`src/rtl/sid_filter_seq.sv`:
```
// Filter sequencer: shadows CPU writes to $15-$18, commits them at
// sample ticks, starts the filter and captures its result.
module sid_filter_seq #(
  parameter int unsigned DIV = 32,
  parameter int unsigned LAT = 12
) (
  input  logic        clk,
  input  logic        rst,
  input  logic        ce_1m,
  input  logic        bus_we,
  input  logic [4:0]  bus_addr,
  input  logic [7:0]  bus_din,
  input  logic        overrun_clr,
  output logic [7:0]  fc_lo,
  output logic [7:0]  fc_hi,
  output logic [7:0]  res_filt,
  output logic [7:0]  mode_vol,
  output logic        filt_valid,
  input  logic [17:0] filt_sound,
  output logic [17:0] sample_out,
  output logic        sample_strobe,
  output logic        busy,
  output logic        overrun
);

  typedef enum logic {
    IDLE,
    RUN
  } state_e;

  // Index 0..3 = fc_lo, fc_hi, res_filt, mode_vol
  logic [3:0][7:0] shd_q, shd_d;
  logic [3:0][7:0] act_q, act_d;
  logic [7:0]      cnt_q, cnt_d;
  logic [4:0]      lat_q, lat_d;
  state_e          state_q, state_d;
  logic [17:0]     smp_q, smp_d;
  logic            ovr_q, ovr_d;
  logic            wrap;
  logic            tick;
  logic            fv;
  logic            stb;

  always_comb begin
    wrap  = cnt_q == 8'(DIV - 1);
    tick  = ~rst & ce_1m & wrap;
    cnt_d = cnt_q;
    if (ce_1m) begin
      cnt_d = wrap ? 8'd0 : cnt_q + 8'd1;
    end
  end

  always_comb begin
    shd_d = shd_q;
    if (bus_we) begin
      case (bus_addr)
        5'h15:   shd_d[0] = bus_din;
        5'h16:   shd_d[1] = bus_din;
        5'h17:   shd_d[2] = bus_din;
        5'h18:   shd_d[3] = bus_din;
        default: ;
      endcase
    end
  end

  // A tick that lands on the capture cycle still counts as busy.
  always_comb begin
    state_d = state_q;
    lat_d   = lat_q;
    act_d   = act_q;
    smp_d   = smp_q;
    fv      = 1'b0;
    stb     = 1'b0;
    ovr_d   = overrun_clr ? 1'b0 : ovr_q;
    unique case (state_q)
      IDLE: begin
        if (tick) begin
          act_d   = shd_q;
          fv      = 1'b1;
          lat_d   = 5'(LAT - 1);
          state_d = RUN;
        end
      end
      RUN: begin
        if (tick) begin
          ovr_d = 1'b1;
        end
        if (lat_q == 5'd0) begin
          smp_d   = filt_sound;
          stb     = ~rst;
          state_d = IDLE;
        end else begin
          lat_d = lat_q - 5'd1;
        end
      end
    endcase
  end

  always_ff @(posedge clk) begin
    if (rst) begin
      shd_q   <= '0;
      act_q   <= '0;
      cnt_q   <= '0;
      lat_q   <= '0;
      state_q <= IDLE;
      smp_q   <= '0;
      ovr_q   <= 1'b0;
    end else begin
      shd_q   <= shd_d;
      act_q   <= act_d;
      cnt_q   <= cnt_d;
      lat_q   <= lat_d;
      state_q <= state_d;
      smp_q   <= smp_d;
      ovr_q   <= ovr_d;
    end
  end

  assign fc_lo         = act_q[0];
  assign fc_hi         = act_q[1];
  assign res_filt      = act_q[2];
  assign mode_vol      = act_q[3];
  assign filt_valid    = fv;
  assign sample_out    = smp_q;
  assign sample_strobe = stb;
  assign busy          = state_q == RUN;
  assign overrun       = ovr_q;

endmodule

```
`config.mk`:
```
export PLATFORM = sky130hd
export DESIGN_NAME = sid_filter_seq
export DESIGN_NICKNAME = d
export VERILOG_FILES = /design/src/rtl/sid_filter_seq.sv
export SDC_FILE = /design/constraint.sdc
export NUM_CORES = 1
export LEC_CHECK = 0
export ABC_CLOCK_PERIOD_IN_PS = 2700
export BUFFER_PORTS_ARGS = -buffer_cell sky130_fd_sc_hd__buf_2
export CAP_MARGIN = 40
export CORE_MARGIN = 2
export CORE_UTILIZATION = 50
export CTS_CLUSTER_DIAMETER = 50
export DETAILED_ROUTE_END_ITERATION = 12
export PLACE_DENSITY = 0.84
export SYNTH_ARGS = -nofsm -noshare
export SYNTH_HDL_FRONTEND = slang
export SYNTH_SLANG_ARGS = --single-unit
export TNS_END_PERCENT = 20
```
`constraint.sdc`:
```
create_clock -name clk -period 2.7 [get_ports clk]
set_input_delay 0.54 -clock clk [delete_from_list [all_inputs] [get_ports clk]]
set_output_delay 0.54 -clock clk [all_outputs]
set_load 0.005 [all_outputs]
```
Word-level counts from Yosys, hierarchy flattened
Cells that the tools add are included.

storage, ports and cells
  register bits after elaboration = 97
  input port bits = 36
  output and inout port bits = 54
  logic and storage cells = 47

operators by class
  add/sub/neg operators = 2
  eq/ne operators = 7
  muxes and demuxes = 13
  bitwise gates (word level) = 4
  reduce and logical (&&, ||, !) cells = 8

operators by type and width
  kind                 count
  $eq 5x5->1 const B   4
  $reduce_and 2->1     7
  $mux 5               2
  $pmux 5 s2           1
  $add 8x1->8 const B  1
  $eq 8x5->1 const B   1
  $mux 1               8
  $mux 8               1
  $logic_not 5->1      1
  $sub 5x1->5 const B  1
  $ne 2x2->1 const B   2
  $and 1x1->1          2
  $not 1->1            2
  $pmux 1 s2           1

Longest topological paths before layout
Gate-level depths: netlist of run 1.

  word-level depth = 5
  depth in mapped cells = 7
  depth with buffers taken out = 6

Worst setup path after synthesis of run 1
Ideal clock, no wire load.

  kind = input -> output
  start point = input port rst
  end point = output port sample_strobe
  data arrival time = 1.369 ns
  data required time = 2.160 ns
  setup slack = 0.791 ns
  stages = 4
  buffers on the path = 3
  cell sequence = clkbuf_1 buf_2 buf_1 nor2_1

between the ends
  longest elaborated chain between the ends = 3

ends and longest elaborated chain
  element      line  RTL
  from (decl)  8     input logic rst,
  $not 1->1    90    stb = ~rst;
  $mux 1       88    if (lat_q == 5'd0) begin
  $mux 1       75    unique case (state_q)
  to (decl)    21    output logic sample_strobe,

No other way between the ends.

Worst setup path after layout of run 1
  start point = register state_q (netlist: busy)
  end point = output port sample_strobe

between the ends
  longest elaborated chain between the ends = 1

ends and longest elaborated chain
  element                 line  RTL
  from (decl)             36    state_e state_q, state_d;
  from (signal assigned)  113   state_q <= state_d;
  $mux 1                  75

No other way between the ends.

==> qor.yml, run 1 <==
cells_and_area:
  area_growth_pct: 19.8
  fillers: 585
  multi_input_area_um2: 1520
  design_area_um2: 4300
  ff_latch_area_um2: 1940
  drive_above_1_share_pct: 23.8
  finalNetCount: 525
  num_antenna_cells: 0
clock_tree:
  clk_latency_ns: 0.36
  clockBufferDepth: 2
  ctsHoldBuffers: 0
  cts_resized: 0
  cts.sinks: 97
  postCtsSetupRepairBufs: 0
  clk_pin_slew_ns: 0.09
  cts_max_level: 3
  cts_tree: "built"
  cts_root_buffer: "clkbuf_8"
  numCtsBuffers: 9
synth:
  yosys_warnings: 0
  synth_most_common_cell: "nand2_1"
  synth.area.top_cells: "dfxtp_1 (54%), nand2_1 (11%), mux2i_1 (9.5%)"
  netlist_instances: 404
  ys_seq_area_share_pct: 54.0
  synthesis.nets: 442
  synthTopCellsByCount: "nand2_1 (106), dfxtp_1 (97), a21oi_1 (54), nor2_1 (43), mux2i_1 (34)"
  synth_edf_count: 0
  synth_seq_cells: 97
  synth_area_per_cell_um2: 8.89
  synthFlopType: "dfxtp_1"
  synth_top_area_share_pct: 54.0
  mappedNetlistArea_um2: 3590
  yosysTopAreaCell: "dfxtp_1"
  async_flop_share_pct: 0
  synth_cell_types: 37
sta:
  tightestPinTransition_ns: 0.631
  hold_slack_ns: 0.406
  fin_ws_ns: 0.357
  hold_viol_final: 0
  period_needed_ns: 2.34
  fmax_mhz: 427
  setup_tns_ns: 0
  finClkSkew_ns: 0.00876
  finalSetupViolCount: 0
  slew_headroom_pct: 57.9
  rsz0062_at_grt: "false"
  drv_slew: 0
  period_share_pct: 86.8
drt:
  dr.pass1.iters: 4
  wirelength_um: 7830
  routed-wl-met2_um: 3840
  viasPerCell: 5.07
  via_count: 2983
  ant_nets: 0
  drtIter0Drc: 160
  routedWlPerCell_um: 13.3
  wl_met3_um: 386
  drc: 0
  wl_met1_um: 3500
  maxUsedRoutingLayer: "met4"
power:
  power_leakage_uw: 0.00183
  finalPower_uw: 2540
  powerDensity_nw_per_um2: 590
  peakVddDrop_mv: 0.348
floorplanning:
  rows: 30
  pin_count: 90
  die_y_um: 88.8
  die-area_um2: 7880
  core_area_um2: 6870
  initial_core_util_pct: 52.3
  die-width_um: 88.8
global_routing:
  grt_pass1_vias: 2605
  globalRoute.totalOverflow: 0
  antenna_found_initial: 0
  grt_pass1_wl_um: 12300
  grt_max_degree: 60
  grt_use_total_pct: 20.0
critical_path:
  r2r_cells: 6
  crit_arrival_ns: 1.80
  r2r_start: "cnt_q[0]"
  r2r_slack_ns: 0.90
  cp-start-kind: "flop"
  cp-startpoint: "busy"
  end_kind: "output port"
  crit_type: "flop to output port"
  cp.required_ns: 2.16
  r2r_end: "lat_q[4]"
  critPathCapture: "sample_strobe"
  worstPathMaxFanout: 22
job:
  drv_cap: 0
worst_hold_path:
  hp-class: "primary input to flop"
  hold_path_depth: 3
placed_design:
  gp_congestion: 0.831
  place_area_um2: 4090
  pre_cts_slack_ns: 0.625
  port_buffers: 89
  dp_hpwl_um: 5250
outcome:
  status: "finished clean"
==> kinds of logic (layout without fill, tap and decap cells) <==
group                    count (synthesis)  count (layout)  share of synthesized area, %
AO/OA/AOI/OAI                           63              63                          9.26
XOR/XNOR                                 5               5                          1.22
flip-flops                              97              97                          54.0
adder cells (fa/ha/maj)                  2               2                         0.696
multiplexers                            34              34                          9.47
buffers and inverters                   27             115                          3.90
AND/OR/NAND/NOR                        176             176                          21.4
==> sequential cells by signal, indices dropped and copies added (netlist names), 5 cells and up <==
register and count:
cnt_q 8, fc_hi 8, fc_lo 8, lat_q 5, mode_vol 8, res_filt 8
sample_out 18, shd_q 32
==> cell type report <==
cell class,count,area share (%)
Tap cell,96,2.79
Sequential cell,97,45.1
Multi-Input combinational cell,280,35.2
Inverter,4,0.378
Timing Repair Buffer,95,11.4
Clock buffer,9,2.88
Clock inverter,7,2.21
==> where the power goes <==
part	leakage, uW	switching (uW)	internal, uW	total, uW
registers	0.000782	4.30	1440	1440
clock network	0.000109	496	521	1020
logic	0.000943	50.4	33.2	83.6
==> worst min path at each step <==
stage,slack [ns],start,endpoint
global route,0.40,filt_sound[6],sample_out[6]
CTS,0.40,filt_sound[10],sample_out[10]
finish,0.41,filt_sound[13],sample_out[13]
floorplan,0.43,shd_q[0],fc_lo[0]
global placement,0.44,sample_out[4],sample_out[4]
detailed placement,0.44,shd_q[18],res_filt[2]
==> worst max-delay path, cell delays in order (launching register included) <==
cell and delay, ns:
dfxtp_1 0.52, nand3b_1 0.20, or3_4 0.49, nor2_1 0.12, buf_2 0.12
==> per-layer routing <==
layer | vias up | track usage, %
met1 | 1393 | 26.9
met2 | 75 | 32.0
met4 | 0 | 8.40
met5 | - | 0
li1 | 1502 | -
met3 | 13 | 3.26
==> cell usage in the layout (no fill, tap or decap), drive strengths merged, types with 3 or more instances in the layout <==
cell    netlist  final
mux2i        34     34
a21oi        54     54
nand2       106    106
buf          12     95
clkinv        1      5
nor2         44     44
nor4b         3      3
nand4         3      3
clkbuf       11      9
nor2b         4      4
nor3          6      6
xnor2         3      3
inv           3      3
dfxtp        97     97
==> per-stage QoR <==
stage / std cells / util (%)
after floorplan: 404 / -
after global placement: 572 / 59.5
after detailed placement: 572 / 59.5
after CTS: 588 / 62.7
after global routing: 588 / 62.7
final: 588 / 62.7
Note: power is estimated with default switching activity, not from simulation.
==> run 2: changes to the inputs <==
Settings changed: CORE_UTILIZATION 50 to 55, PLACE_DENSITY 0.84 to 0.9.
==> qor.yml, run 2 (synthesis results as in run 1) <==
outcome:
  status: "finished clean"
floorplanning:
  die-width_um: 84.8  # -4.4%
  die_y_um: 84.8  # -4.4%
  core_area_um2: 6350  # -7.6%
  initial_core_util_pct: 56.6  # +4.3 points
  die-area_um2: 7200  # -8.7%
  pin_count: 90  # unchanged
  rows: 29  # -3.3%
clock_tree:
  postCtsSetupRepairBufs: 0  # unchanged
  clockBufferDepth: 2  # unchanged
  clk_latency_ns: 0.35  # about the same
  cts_resized: 0  # unchanged
  cts.sinks: 97  # unchanged
  clk_pin_slew_ns: 0.09  # about the same
  ctsHoldBuffers: 0  # unchanged
  cts_root_buffer: "clkbuf_8"
  numCtsBuffers: 9  # unchanged
  cts_max_level: 3  # unchanged
  cts_tree: "built"
drt:
  routedWlPerCell_um: 13.0  # -2.4%
  wirelength_um: 7360  # -5.9%
  viasPerCell: 5.19  # +2.4%
  via_count: 2945  # -1.3%
  drtIter0Drc: 145  # -9.4%
  dr.pass1.iters: 4  # unchanged
  ant_nets: 0  # unchanged
  drc: 0  # unchanged
critical_path:
  path_cells: "inv_1, ha_1, nand3b_1, or3_4, nor2_1, buf_2"
  crit_type: "flop to output port"
  crit_arrival_ns: 1.82  # +0.02 ns
  end_kind: "output port"
  cp_top_family: "simple AND/OR/NAND/NOR gates"
  crit_slowest_cell: "or3_4"
  cp.required_ns: 2.16  # about the same
  path_buf_inv: 2  # +1
  cp-start-kind: "flop"
  worstPathMaxFanout: 22  # unchanged
  max_stage_delay_ns: 0.49  # -0.03 ns
power:
  powerDensity_nw_per_um2: 574  # -2.7%
  power_leakage_uw: 0.00181  # -1.2%
  peakVddDrop_mv: 0.430  # +24%
sta:
  hold_viol_final: 0  # unchanged
  fin_ws_ns: 0.342  # -0.0151 ns
  finClkSkew_ns: 0.00732  # -0.00144 ns
  drv_slew: 0  # unchanged
  slew_headroom_pct: 47.7  # -10 points
  rsz0062_at_grt: "false"
  period_share_pct: 87.3  # +0.56 points
  finalSetupViolCount: 0  # unchanged
  fmax_mhz: 424  # -0.64%
  setup_tns_ns: 0  # unchanged
  period_needed_ns: 2.36  # +0.0151 ns
  tightestPinTransition_ns: 0.784  # +0.154 ns
cells_and_area:
  fillers: 491  # -16%
  largest_register: "shd_q"
  ff_latch_area_um2: 1940  # unchanged
  num_antenna_cells: 0  # unchanged
  final_cell_mix: "nand2_1 (106), dfxtp_1 (97), buf_2 (89)"
  area_growth_pct: 18.2
  fin_util_pct: 66.9  # +4.3 points
  drive_above_1_share_pct: 23.3  # -0.52 points
  final_common_cell: "nand2_1"
  finalNetCount: 524  # -0.19%
  multi_input_area_um2: 1520  # unchanged
  largest_reg_flops: 32  # unchanged
worst_hold_path:
  hp-class: "primary input to flop"
global_routing:
  antenna_found_initial: 0  # unchanged
  grt_pass1_vias: 2719  # +4.4%
  grt_use_total_pct: 21.2  # +1.2 points
  grt_max_degree: 85  # +42%
  globalRoute.totalOverflow: 0  # unchanged
  grt_pass1_wl_um: 12200  # -0.56%
placed_design:
  gp_congestion: 0.818  # -1.5%
  pre_cts_slack_ns: 0.721  # +0.0966 ns
  dp_hpwl_um: 5170  # -1.4%
  port_buffers: 89  # unchanged
job:
  drv_cap: 0  # unchanged
[run 2: metal layers]
| metal | global-route usage, % | part of all wire, % | vias up |
|---|---|---|---|
| met4 | 7.07 | 2.1 | 0 |
| met2 | 35.8 | 50 | 81 |
| met5 | 0 | 0 | - |
| met1 | 25.4 | 43 | 1352 |
| li1 | - | - | 1497 |
| met3 | 7.30 | 4.8 | 15 |
[run 2: worst reg2reg max path, cell delays in order (launching register included)]
cell and delay, ns:
dfxtp_1 0.38, ha_1 0.22, and4_1 0.33, nand3_4 0.10, clkinv_2 0.10, buf_4 0.29
nand2_1 0.11, a21oi_1 0.14
[run 2: power breakdown]
group	switching, uW	internal, uW
sequential	4.41	1440
combinational	48.9	32.2
clock	469	450
total	523	1920
[run 2: area by class of cell]
type                            count  area share, %
Multi-Input combinational cell    280           35.7
Inverter                            4          0.383
Tap cell                           77           2.27
Sequential cell                    97           45.7
Timing Repair Buffer               94           11.4
Clock inverter                      4           1.27
Clock buffer                       11           3.33
[run 2: final timing paths]
check                                   start             to  slack [ns]  depth (start not counted)
worst max-delay path                 lat_q[0]  sample_strobe        0.34                          6
worst min-delay path            filt_sound[0]  sample_out[0]        0.41                          3
worst max register to register       cnt_q[0]       fc_hi[3]        0.96                          7
worst min register to register       fc_lo[3]       fc_lo[3]        0.45                          2
[run 2: through the flow]
step	hold slack [ns]	cells	area, um2	total power (uW)
2_1_floorplan	0.431	404	3590	1510
3_3_place_gp	0.441	552	4050	1550
3_5_place_dp	0.444	552	4050	1550
4_1_cts	0.403	567	4250	2460
5_1_grt	0.384	567	4250	2530
6_report	0.412	567	4250	2440
